===== config.mk =====
export PLATFORM = sky130hd
export DESIGN_NAME = stq_drain_l
export DESIGN_NICKNAME = d
export VERILOG_FILES = /design/src/rtl/stq_pkg.sv /design/src/rtl/stq_ptr_mask.sv /design/src/rtl/stq_drain_l.sv
export SDC_FILE = /design/constraint.sdc
export NUM_CORES = 1
export LEC_CHECK = 0
export CORE_ASPECT_RATIO = 1.25
export CORE_MARGIN = 1.5
export CORE_UTILIZATION = 30
export DETAILED_ROUTE_END_ITERATION = 8
export PLACE_DENSITY = 0.64
export SLEW_MARGIN = 20
export SYNTH_ARGS = -nofsm -noshare
export SYNTH_HDL_FRONTEND = slang
export SYNTH_SLANG_ARGS = --single-unit

===== constraint.sdc =====
create_clock -name clk -period 11.85 [get_ports clk]
set_input_delay 1.185 -clock clk [delete_from_list [all_inputs] [get_ports clk]]
set_output_delay 1.185 -clock clk [all_outputs]
set_load 0.05 [all_outputs]

===== src/rtl/stq_pkg.sv =====
// rtl/stq_pkg.sv - shared constants and FSM state type for the store-queue drain controller
package stq_pkg;

  localparam int STQ_BUF_COUNT = 32;
  localparam int STQ_PTR_W     = 5;

  typedef enum logic [1:0] {
    IDLE = 2'd0,
    REQ  = 2'd1,
    WAIT = 2'd2
  } stq_drain_state_t;

endpackage


===== src/rtl/stq_ptr_mask.sv =====
// rtl/stq_ptr_mask.sv - one- or two-hot entry mask starting at a wrapping pointer
module stq_ptr_mask #(
  parameter int BUF_COUNT = 32,
  parameter int PTR_W     = 5
) (
  input  logic [PTR_W-1:0]     ptr,
  input  logic [1:0]           cnt,
  output logic [BUF_COUNT-1:0] mask
);

  logic [PTR_W-1:0] ptr_next;

  // The second entry wraps naturally through the PTR_W-bit adder.
  assign ptr_next = ptr + PTR_W'(1);

  // Mark ptr for a count of 1 or 2, and ptr+1 as well for a count of 2.
  always_comb begin
    mask = '0;
    if (cnt == 2'd1 || cnt == 2'd2) mask[ptr] = 1'b1;
    if (cnt == 2'd2) mask[ptr_next] = 1'b1;
  end

endmodule


===== src/rtl/stq_drain_l.sv =====
// rtl/stq_drain_l.sv - store-queue retire/drain controller; optional pair drain under STQ_DRAIN_PAIR_EN
module stq_drain_l
  import stq_pkg::*;
#(
  parameter int BUF_COUNT = STQ_BUF_COUNT,
  parameter int PTR_W     = STQ_PTR_W
) (
  input  logic                 clk,
  input  logic                 rst,
  input  logic                 stallA,
  input  logic                 ret_en,
  input  logic [1:0]           ret_cnt,
  input  logic [BUF_COUNT-1:0] free,
  output logic [BUF_COUNT-1:0] passe_en,
  output logic                 wr_valid,
  input  logic                 wr_ready,
  output logic [PTR_W-1:0]     wr_idx,
  output logic                 wr_pair,
  input  logic                 wr_ack,
  input  logic                 wr_retry,
  output logic [BUF_COUNT-1:0] free_en,
  output logic [PTR_W:0]       pending,
  output logic                 err
);

  stq_drain_state_t state, state_next;

  logic [PTR_W-1:0]     ret_ptr;
  logic [PTR_W-1:0]     head_ptr;
  logic                 pair_q;
  logic                 pair_ok;
  logic                 ret_valid;
  logic                 ret_acc;
  logic                 ret_ovf;
  logic [1:0]           acc_cnt;
  logic                 drain;
  logic [1:0]           drain_n;
  logic [PTR_W:0]       post_drain;
  logic [PTR_W+1:0]     room_sum;
  logic [PTR_W:0]       pending_next;
  logic [BUF_COUNT-1:0] ret_mask;
  logic [BUF_COUNT-1:0] free_mask;

  // A drain completes only on a non-retry ack while a request is outstanding.
  assign drain   = (state == WAIT) && wr_ack && !wr_retry;
  assign drain_n = drain ? (pair_q ? 2'd2 : 2'd1) : 2'd0;

  // The drain of this cycle frees room for a retire in the same cycle.
  assign post_drain   = pending - {{(PTR_W-1){1'b0}}, drain_n};
  assign room_sum     = {1'b0, post_drain} + {{PTR_W{1'b0}}, ret_cnt};
  assign ret_valid    = ret_en && (ret_cnt == 2'd1 || ret_cnt == 2'd2);
  assign ret_acc      = ret_valid && (room_sum <= (PTR_W+2)'(BUF_COUNT));
  assign ret_ovf      = ret_valid && !ret_acc;
  assign acc_cnt      = ret_acc ? ret_cnt : 2'd0;
  assign pending_next = post_drain + {{(PTR_W-1){1'b0}}, acc_cnt};

`ifdef STQ_DRAIN_PAIR_EN
  assign pair_ok = (pending_next >= (PTR_W+1)'(2)) && !head_ptr[0];
`else
  assign pair_ok = 1'b0;
`endif

  stq_ptr_mask #(.BUF_COUNT(BUF_COUNT), .PTR_W(PTR_W)) u_ret_mask (
    .ptr  (ret_ptr),
    .cnt  (acc_cnt),
    .mask (ret_mask)
  );

  stq_ptr_mask #(.BUF_COUNT(BUF_COUNT), .PTR_W(PTR_W)) u_free_mask (
    .ptr  (head_ptr),
    .cnt  (drain_n),
    .mask (free_mask)
  );

  assign passe_en = rst ? ret_mask : '0;
  assign wr_valid = (state == REQ);
  assign wr_idx   = head_ptr;
  assign wr_pair  = pair_q;

  // Next-state: launch on committed work when not stalled, retry re-enters REQ.
  always_comb begin
    state_next = state;
    case (state)
      IDLE:    if (pending_next != '0 && !stallA) state_next = REQ;
      REQ:     if (wr_ready) state_next = WAIT;
      WAIT:    if (wr_ack) state_next = wr_retry ? REQ : IDLE;
      default: state_next = IDLE;
    endcase
  end

  // State, pointers, occupancy, release strobe and sticky error.
  always_ff @(posedge clk or negedge rst) begin
    if (!rst) begin
      state    <= IDLE;
      ret_ptr  <= '0;
      head_ptr <= '0;
      pending  <= '0;
      pair_q   <= 1'b0;
      free_en  <= '0;
      err      <= 1'b0;
    end else begin
      state   <= state_next;
      pending <= pending_next;
      free_en <= free_mask;
      if (ret_acc) ret_ptr <= ret_ptr + {{(PTR_W-2){1'b0}}, ret_cnt};
      if (drain) head_ptr <= head_ptr + {{(PTR_W-2){1'b0}}, drain_n};
      if (state == IDLE && state_next == REQ) pair_q <= pair_ok;
      else if (drain) pair_q <= 1'b0;
      if (ret_ovf || (wr_ack && state != WAIT) || (state == REQ && free[head_ptr]))
        err <= 1'b1;
    end
  end

endmodule


# Word-level counts from Yosys, hierarchy flattened
# Index checks and enable logic that the tools add are counted.
totals:
  input_bits: 41
  word_cells: 84
  output_inout_bits: 78
  ff_bits: 52
op_classes:
  add_sub_neg: 7
  bitwise: 2
  magnitude_cmp: 9
  n_mux: 25
  reduce_logical: 24
  n_eq_ne: 10
ops:
  columns: ["op", "n"]
  rows:
  - ["two-way mux 32 bit", 5]
  - ["bitwise OR 32 bit", 2]
  - ["less-than comparator 5 x 6 -> 1 bit, second input constant", 4]
  - ["demux 1 bit (select 5 bit)", 4]
  - [">= comparator 5 x 1 -> 1 bit, second input constant", 4]
  - ["logical AND 1 bit", 13]
  - ["two-way mux 2 bit", 6]
  - ["adder 5 x 1 -> 5 bit, second input constant", 2]
  - ["adder 5 x 2 -> 5 bit", 2]
  - ["== test 2 x 1 -> 1 bit, second input constant", 5]
  - ["== test 2 bit, second input constant", 4]
  - ["two-way mux 1 bit", 8]
  - ["adder 6 x 2 -> 7 bit", 1]
  - ["<= comparator 7 x 6 -> 1 bit, second input constant", 1]
  - ["adder 6 x 2 -> 6 bit", 1]
  - ["one-hot mux 2 bit (3 select lines)", 1]
  - ["nonzero test 6 bit", 1]
  - ["subtractor 6 x 2 -> 6 bit", 1]
  - ["binary-select mux 1 bit (select 5 bit)", 1]
  - ["logical OR 1 bit", 5]
  - ["logical NOT 1 bit", 3]
  - ["logical NOT 2 bit", 1]
  - ["inequality test 2 bit, second input constant", 1]
  - ["nonzero test 2 bit", 1]

# Depth between registers and ports, before layout
# Gate-level depths: netlist of the first run.
logic_depth:
  ltp_word: 17
  depth_mapped: 23
  mapped_depth_nobuf: 23

# Hierarchy
# Synthesis of the first run repeated with hierarchy kept, for this count alone.
hier_totals:
  hier_cells: 347
  hier_area_um2: 3454.6
by_module_without_submodules:
  columns: ["mod", "cells_per_inst", "instances", "area_each_um2"]
  rows:
  - ["stq_drain_l", 222, 1, 2643.8]
  - ["stq_ptr_mask at u_ret_mask", 63, 1, 478.0]
  - ["stq_ptr_mask at u_free_mask", 62, 1, 332.8]

# Worst setup path after synthesis of the first run
# Ideal clock, no wire load.
synth_path:
  kind: "input -> output"
  start: "input wr_ack"
  end: "output passe_en[29]"
  slack_ns: 5.089
  stages: 14
  path_buffers: 0
  arrival_ns: 5.576
  path_cell_list: "nand2_1 nor2_1 ha_1 ha_1 fa_1 nand2b_1 or3_1 o211ai_4 nand3_1 inv_1 ha_1 nor3b_1 nand2b_1 a21boi_0"
synth_between:
  elab_chain_cells: 14
synth_rtl:
  columns: ["item", "line", "rtl"]
  rows:
  - ["from (decl)", "stq_drain_l.sv:19", "input logic wr_ack,"]
  - ["logical AND 1 bit * (2 in series)", "stq_drain_l.sv:45", "assign drain = (state == WAIT) && wr_ack && !wr_retry;"]
  - ["via drain", "stq_drain_l.sv:36", "logic drain;"]
  - ["two-way mux 2 bit *", "stq_drain_l.sv:46", "assign drain_n = drain ? (pair_q ? 2'd2 : 2'd1) : 2'd0;"]
  - ["subtractor 6 x 2 -> 6 bit *", "stq_drain_l.sv:49", "assign post_drain = pending - {{(PTR_W-1){1'b0}}, drain_n};"]
  - ["adder 6 x 2 -> 7 bit *", "stq_drain_l.sv:50", "assign room_sum = {1'b0, post_drain} + {{PTR_W{1'b0}}, ret_cnt};"]
  - ["<= comparator 7 x 6 -> 1 bit *", "stq_drain_l.sv:52", "assign ret_acc = ret_valid && (room_sum <= (PTR_W+2)'(BUF_COUNT));"]
  - ["logical AND 1 bit *", "stq_drain_l.sv:52", null]
  - ["two-way mux 2 bit *", "stq_drain_l.sv:54", "assign acc_cnt = ret_acc ? ret_cnt : 2'd0;"]
  - ["== test 2 x 1 -> 1 bit or == test 2 bit (tied branches)", "stq_ptr_mask.sv:19, stq_ptr_mask.sv:20", null]
  - ["logical OR 1 bit", "stq_ptr_mask.sv:19", "if (cnt == 2'd1 || cnt == 2'd2) mask[ptr] = 1'b1;"]
  - ["two-way mux 32 bit", "stq_ptr_mask.sv:19", null]
  - ["bitwise OR 32 bit (no source line)", null, null]
  - ["two-way mux 32 bit *", "stq_ptr_mask.sv:20", "if (cnt == 2'd2) mask[ptr_next] = 1'b1;"]
  - ["two-way mux 32 bit *", "stq_drain_l.sv:75", "assign passe_en = rst ? ret_mask : '0;"]
  - ["to (decl)", "stq_drain_l.sv:14", "output logic [BUF_COUNT-1:0] passe_en,"]
# Mark *: on every way through the listed nets, which the timed path passes. The rest lies on a longest branch.

# Worst setup path in the final report of the first run
layout_path:
  start: "input wr_ack"
  end: "output passe_en[20]"
# The elaborated chain is that of the path after synthesis.

==> impl_metrics.tcl, run 1 <==
set metrics [dict create \
    timing.reg2reg.worst_path_depth 23 \
    achievable-frequency_mhz 127 \
    min_path_type "flip-flop to flip-flop" \
    timing_worst_setup_path_type "input port to primary output" \
    critical_path.cell_chain "clkdlybuf4s50_1 > nand2_1 > nor2_1 > ha_1 > ha_1 > inv_1 > ha_1 > a21oi_1 > o21ai_0 > a31oi_1 > o21ai_1 > o211ai_4 > nand3_1 > inv_1 > ha_1 > nor3_1 > nand2_1 > o21ai_0 > and3_1 > clkdlybuf4s50_1" \
    core_area_sq_um 10700 \
    hp-start "state[1]" \
    initial_antenna_violation_count 0 \
    number_of_unique_standard_cell_types_used_by_synthesis 62 \
    worst_hold_path.endpoint "state[0]" \
    setup_tns_final_ns 0 \
    routed_wirelength_um 9130 \
    routed_via_density 4.95 \
    asyncSetResetFlopFracSynth_pct 100 \
    syn_nets 420 \
    worst_slack_ns 4.01 \
    cts_tree "yes" \
    place.port_buffers 117 \
    cts_setup_buffers 0 \
    die_height_um 121 \
    avgSynthCellArea_sq_um 9.14 \
    total_leakage_power_uw 0.00186 \
    cts_num_sinks 51 \
    status "completed" \
    drive_gt1_share_pct 7.63 \
    ctsHtreeMaxLevel 2 \
    worst_r2r_startpoint "state[0]" \
    slew-limit-headroom_pct 50.4 \
    initial_core_util_pct 31.1 \
    final_hold_viols 0 \
    grt_pass1_wl_um 14400 \
    antenna_cells_inserted 0 \
    slowest_stage "sky130_fd_sc_hd__clkdlybuf4s50_1" \
    worst-r2r-setup-slack_ns 6.68 \
    dr.pass1.iters 4 \
    layout_common_cells "sky130_fd_sc_hd__clkdlybuf4s50_1 (116), sky130_fd_sc_hd__nor2_1 (63), sky130_fd_sc_hd__dfrtp_1 (51), sky130_fd_sc_hd__inv_1 (24), sky130_fd_sc_hd__nand2_1 (19)" \
    gp_congestion 0.859 \
    final_min_period_over_clock_period_pct 66.2 \
    avgRoutedWirePerCell_um 15.1 \
    power_density_nw_per_um2 169 \
    max_slew.worst_pin.slew_ns 0.744 \
    grt-ovfl-total 0 \
    startpoint_type_of_the_worst_setup_path "input port" \
    synthFlopType "sky130_fd_sc_hd__dfrtp_1" \
    finalNetCount 526 \
    cts.clk_slew.worst_paths_ns 0.07 \
    global_route.usage.total_pct 15.0 \
    placement_rows 42 \
    numCtsBuffers 5 \
    fillers 1079 \
    area_growth_syn_to_layout_pct 41.8 \
    worst_path_largest_cell_delay_ns 0.80 \
    grt_start_max_net_pins 72 \
    synth_seq_cells 51 \
    cp_data_arrival_time_ns 6.66 \
    clock_skew_ns 0.00256 \
    timing.critical_path.mode_cell "sky130_fd_sc_hd__ha_1" \
    critical_path_required_ns 10.67 \
    setup.worst_path.end_class "primary output" \
    pin_count 119 \
    crit_path_max_fanout 10 \
    sequential_share_of_the_synthesized_area_pct 38.3 \
    die_area_sq_um 11800 \
    grt_setup_unrepaired "no" \
    cts-resized-gates 0 \
    half_perimeter_wire_length_after_placement_um 7150 \
    syn_area_sq_um 3340 \
    hold_path_depth 1 \
    worst_r2r_endpoint "state[0]" \
    num_vias 2989 \
    cts_root_buffer "sky130_fd_sc_hd__clkbuf_16" \
    cts-hold-fix-buffers 0 \
    yosys_warnings 0 \
    most_common_cell_after_layout_fill_and_taps_aside "sky130_fd_sc_hd__clkdlybuf4s50_1" \
    cts_max_path_buffers 2 \
    drtAntennaViolNets 0 \
    period_minus_slack_ns 7.84 \
    final_report_setup_violation_count 0 \
    total_of_max_cap_violations 0 \
    synth-edff-count 0 \
    clock_insertion_delay_worst_skew_ns 0.29 \
    initialDrtViolationCount 155 \
    number_of_pins_with_negative_max_slew_slack_in_the_final_report 0 \
    chipWidth_um 97.3 \
    syn_inst 365 \
    first_global_vias 2914 \
    vdd.ir_drop.worst_mv 0.132 \
    drt_drc_violations_left 0 \
    placement.setup.worst_slack_ns 4.04 \
]
## how the worst max path moves through the flow
stage | endpoint | slack [ns] | depth (start not counted) | startpoint
floorplan | passe_en[29] | 5.09 | 14 | wr_ack
CTS | passe_en[20] | 4.02 | 20 | wr_ack
finish | passe_en[20] | 4.01 | 20 | wr_ack
global placement | passe_en[20] | 4.27 | 20 | wr_ack
detailed placement | passe_en[20] | 4.04 | 20 | wr_ack
global route | passe_en[20] | 3.51 | 20 | wr_ack
## power by group
part / switching [uW] / leakage, uW / total (uW) / internal (uW)
logic: 230 / 0.00110 / 386 / 156
registers: 70.4 / 0.000682 / 268 / 198
clock network: 65.3 / 0.0000719 / 145 / 80.1
## cells in the mapped netlist (9+ instances only)
| cell type | instances | area, sq um |
|---|---|---|
| sky130_fd_sc_hd__clkbuf_1 | 11 | 41.3 |
| sky130_fd_sc_hd__dfrtp_1 | 51 | 1280 |
| sky130_fd_sc_hd__nand3_1 | 16 | 80.1 |
| sky130_fd_sc_hd__nor2b_1 | 11 | 68.8 |
| sky130_fd_sc_hd__xnor2_1 | 11 | 96.3 |
| sky130_fd_sc_hd__inv_1 | 24 | 90.1 |
| sky130_fd_sc_hd__nor2_1 | 63 | 236 |
| sky130_fd_sc_hd__and2_1 | 11 | 68.8 |
| sky130_fd_sc_hd__o21ai_0 | 11 | 55.1 |
| sky130_fd_sc_hd__nand3b_1 | 9 | 67.6 |
| sky130_fd_sc_hd__ha_1 | 11 | 138 |
| sky130_fd_sc_hd__nand2_1 | 19 | 71.3 |
## cell families (layout without fill, tap and decap cells)
logic type / after synthesis / in the layout / synth area share, %
AND/OR/NAND/NOR: 170 / 170 / 26.7
AO/OA/AOI/OAI: 57 / 57 / 12.2
flip-flops: 51 / 51 / 38.3
buffers and inverters: 45 / 152 / 5.81
XOR/XNOR: 15 / 15 / 4.16
adder cells (fa/ha/maj): 14 / 14 / 5.93
multiplexers: 12 / 12 / 6.83
other: 1 / 1 / 0.112
## flip-flops by register name, indices dropped and copies added (netlist names)
register,flops
err,1
wr_idx,5
free_en,32
ret_ptr,5
state,2
pending,6
## stage by stage
stage               instance area [sq um]  utilization, %  cells  hold slack [ns]  power [uW]
global placement                     4580            42.7    596            0.480         650
floorplan                            3340               -    365            0.463         554
CTS                                  4730            44.1    604            0.513         807
global route                         4730            44.1    604            0.557         855
detailed placement                   4580            42.7    596            0.501         657
finish                               4730            44.1    604            0.516         800
## critical path: cells and delay by family
family	cells	cell delay, ns
buffers and inverters	4	1.57
AND/OR/NAND/NOR	6	1.55
AO/OA/AOI/OAI	6	1.19
adder cells (fa/ha/maj)	4	1.16
## area by class of cell
| class | count | area, sq um | share of cell area (%) |
|---|---|---|---|
| Multi-Input combinational cell | 269 | 1870 | 39.4 |
| Sequential cell | 51 | 1280 | 27.0 |
| Timing Repair Buffer | 118 | 1170 | 24.8 |
| Tap cell | 132 | 165 | 3.49 |
| Clock buffer | 5 | 125 | 2.64 |
| Inverter | 26 | 97.6 | 2.06 |
| Clock inverter | 3 | 27.5 | 0.582 |
## routing by layer
metal  global-route usage [%]  up-vias  wire length (um)
li1                         -     1478                 -
met1                     17.9     1412              3780
met2                     28.2       87              4870
met3                     2.07       12               361
met4                     3.84        0               125
met5                        0        -                 0
No activity file was read; power rests on OpenSTA's default activity.
==> inputs of run 2 (changes only) <==
--- a/config.mk
+++ b/config.mk
@@ -9,7 +9,7 @@
 export CORE_MARGIN = 1.5
 export CORE_UTILIZATION = 30
 export DETAILED_ROUTE_END_ITERATION = 8
-export PLACE_DENSITY = 0.64
+export PLACE_DENSITY = 0.66
 export SLEW_MARGIN = 20
 export SYNTH_ARGS = -nofsm -noshare
 export SYNTH_HDL_FRONTEND = slang
==> constraint.sdc (replaced) <==
create_clock -name clk -period 7.2 [get_ports clk]
set_input_delay 0.72 -clock clk [delete_from_list [all_inputs] [get_ports clk]]
set_output_delay 0.72 -clock clk [all_outputs]
set_load 0.05 [all_outputs]
==> run 2 against run 1 <==
Worst setup slack lost 3.4 ns; global-route usage up 0.58 points; clock skew is 0.00058 ns lower; flip-flop and latch count is the same; clock power is 110% higher; utilization increased by 0.48 points; worst hold slack worse by 0.0093 ns; largest power group unchanged; power up 73%.
==> impl_metrics.tcl, run 2 (same netlist as run 1, synthesis figures left out) <==
set metrics [dict create \
    status "completed" \
    period_minus_slack_ns 6.62 \
    cts_num_sinks 51 \
    num_vias 3076 \
    initialDrtViolationCount 100 \
    cts.clk_slew.worst_paths_ns 0.07 \
    registers_with_the_most_flip_flops "free_en (32), pending (6)" \
    cts_max_path_buffers 2 \
    max_slew.worst_pin.slew_ns 0.750 \
    drtAntennaViolNets 0 \
    route.met3.wl_um 509 \
    critical_path_required_ns 6.48 \
    cts_setup_buffers 0 \
    slowest_stage "sky130_fd_sc_hd__clkdlybuf4s50_1" \
    finalNetCount 527 \
    area_growth_syn_to_layout_pct 43.4 \
    cp-startpoint "wr_ack" \
    avgRoutedWirePerCell_um 15.3 \
    multiInputGateArea_sq_um 1870 \
    met2WireLength_um 4730 \
    clock_skew_ns 0.00198 \
    cellInternalPower_uw 784 \
    pin_count 119 \
    numCtsBuffers 5 \
    worst_path_largest_cell_delay_ns 0.80 \
    final_min_period_over_clock_period_pct 91.9 \
    initial_antenna_violation_count 0 \
    share_clk_of_total_power_pct 22.1 \
    sequentialPowerShare_pct 32.0 \
    cts-hold-fix-buffers 0 \
    final_report_setup_violation_count 0 \
    cp_data_arrival_time_ns 5.90 \
    grt_start_max_net_pins 72 \
    number_of_pins_with_negative_max_slew_slack_in_the_final_report 0 \
    gp_congestion 0.870 \
    timing_worst_setup_path_type "input port to primary output" \
    routedLengthMet1_um 3850 \
    drive_gt1_share_pct 7.82 \
    layout.cell_area.non_filler_sq_um 4780 \
    power_switching_uw 602 \
    die_height_um 121 \
    chipWidth_um 97.3 \
    power_density_nw_per_um2 290 \
    global_route.usage.total_pct 15.6 \
    ctsHtreeMaxLevel 2 \
    drt_drc_violations_left 0 \
    worst-r2r-setup-slack_ns 2.35 \
    initial_core_util_pct 31.1 \
    grt_pass1_wl_um 14900 \
    cts_tree "yes" \
    critical_path.cell_chain "clkdlybuf4s50_1 > nand2_1 > nor2_1 > buf_4 > ha_1 > ha_1 > inv_1 > ha_1 > a21oi_1 > o211ai_1 > o311ai_0 > o21ai_1 > o211ai_4 > nand3_1 > inv_1 > ha_1 > nor3b_1 > inv_1 > o21ai_0 > and2_1 > clkdlybuf4s50_1" \
    layout_common_cells "sky130_fd_sc_hd__clkdlybuf4s50_1 (116), sky130_fd_sc_hd__nor2_1 (63), sky130_fd_sc_hd__dfrtp_1 (51), sky130_fd_sc_hd__inv_1 (24), sky130_fd_sc_hd__nand2_1 (19)" \
    hold_path_depth 1 \
    seq_area_sq_um 1280 \
    cts_root_buffer "sky130_fd_sc_hd__clkbuf_16" \
    slew-limit-headroom_pct 50.0 \
    total_of_max_cap_violations 0 \
    timing.reg2reg.worst_path_depth 24 \
    antenna_cells_inserted 0 \
    timing.critical_path.mode_cell "sky130_fd_sc_hd__ha_1" \
    grt_setup_unrepaired "no" \
    dpl-instance-area_sq_um 4590 \
    number_of_flip_flops_in_the_largest_register 32 \
    vdd.ir_drop.worst_mv 0.199 \
    most_common_cell_after_layout_fill_and_taps_aside "sky130_fd_sc_hd__clkdlybuf4s50_1" \
    crit_path_max_fanout 10 \
    min_path_type "flip-flop to flip-flop" \
    worst_r2r_endpoint "state[0]" \
    combinationalPowerShare_pct 46.0 \
    routed_wirelength_um 9250 \
    holdWs_ns 0.506 \
    critPathCapture "passe_en[9]" \
    achievable-frequency_mhz 151 \
    total_leakage_power_uw 0.00189 \
    netSwitchingFraction_pct 43.4 \
    final_hold_viols 0 \
    setup_tns_final_ns 0 \
    die_area_sq_um 11800 \
    clock_insertion_delay_worst_skew_ns 0.28 \
    worst_r2r_startpoint "state[1]" \
    cts-resized-gates 0 \
    placement_rows 42 \
    startpoint_type_of_the_worst_setup_path "input port" \
    setup.worst_path.end_class "primary output" \
    dr.pass1.iters 4 \
    grt-ovfl-total 0 \
    highest_layer "met4" \
    place.port_buffers 117 \
    first_global_vias 2997 \
    routed_via_density 5.08 \
    fillers 1051 \
    half_perimeter_wire_length_after_placement_um 7220 \
    core_area_sq_um 10700 \
    largest-register "free_en" \
]
## run 2: through the flow
stage | power, uW | setup slack [ns] | util [%] | std cells
after floorplan | 912 | 1.37 | - | 365
after global placement | 1070 | 0.851 | 42.8 | 597
after detailed placement | 1090 | 0.683 | 42.8 | 597
after CTS | 1400 | 0.655 | 44.6 | 605
after global routing | 1480 | 0.136 | 44.6 | 605
final | 1390 | 0.583 | 44.6 | 605
## run 2: critical path: cells and delay by family
kind | cells | cell delay [ns]
and+or+nand+nor | 5 | 1.02
adders and majority gates | 4 | 1.14
buffers and inverters | 6 | 1.72
AOI/OAI and AO/OA | 6 | 1.29
## run 2: worst min path at each step
stage	start	to	slack (ns)
after floorplan	rst	err	0.42
after global placement	state[1]	state[0]	0.49
after detailed placement	err	err	0.48
after CTS	state[0]	state[0]	0.51
after global routing	state[1]	state[0]	0.53
final	state[1]	state[0]	0.51
## run 2: final cells by class
class / instances / area share, %
multi-input combinational: 269 / 39.0
clock buffer: 5 / 2.62
inverter: 26 / 2.04
tap: 132 / 3.45
timing repair buffer: 119 / 24.7
clock inverter: 3 / 1.49
sequential: 51 / 26.7
## run 2: routing by layer
layer	vias to the layer above	global-route usage, %
met4	0	4.46
met3	12	2.71
li1	1473	-
met2	109	27.9
met5	-	0
met1	1482	19.3
## run 2: power groups by stage
stage | sequential [uW] | combinational, uW | clock [uW]
detailed placement | 449 | 637 | 0
global placement | 446 | 624 | 0
global route | 460 | 698 | 327
finish | 443 | 637 | 306
floorplan | 439 | 472 | 0
CTS | 443 | 640 | 313
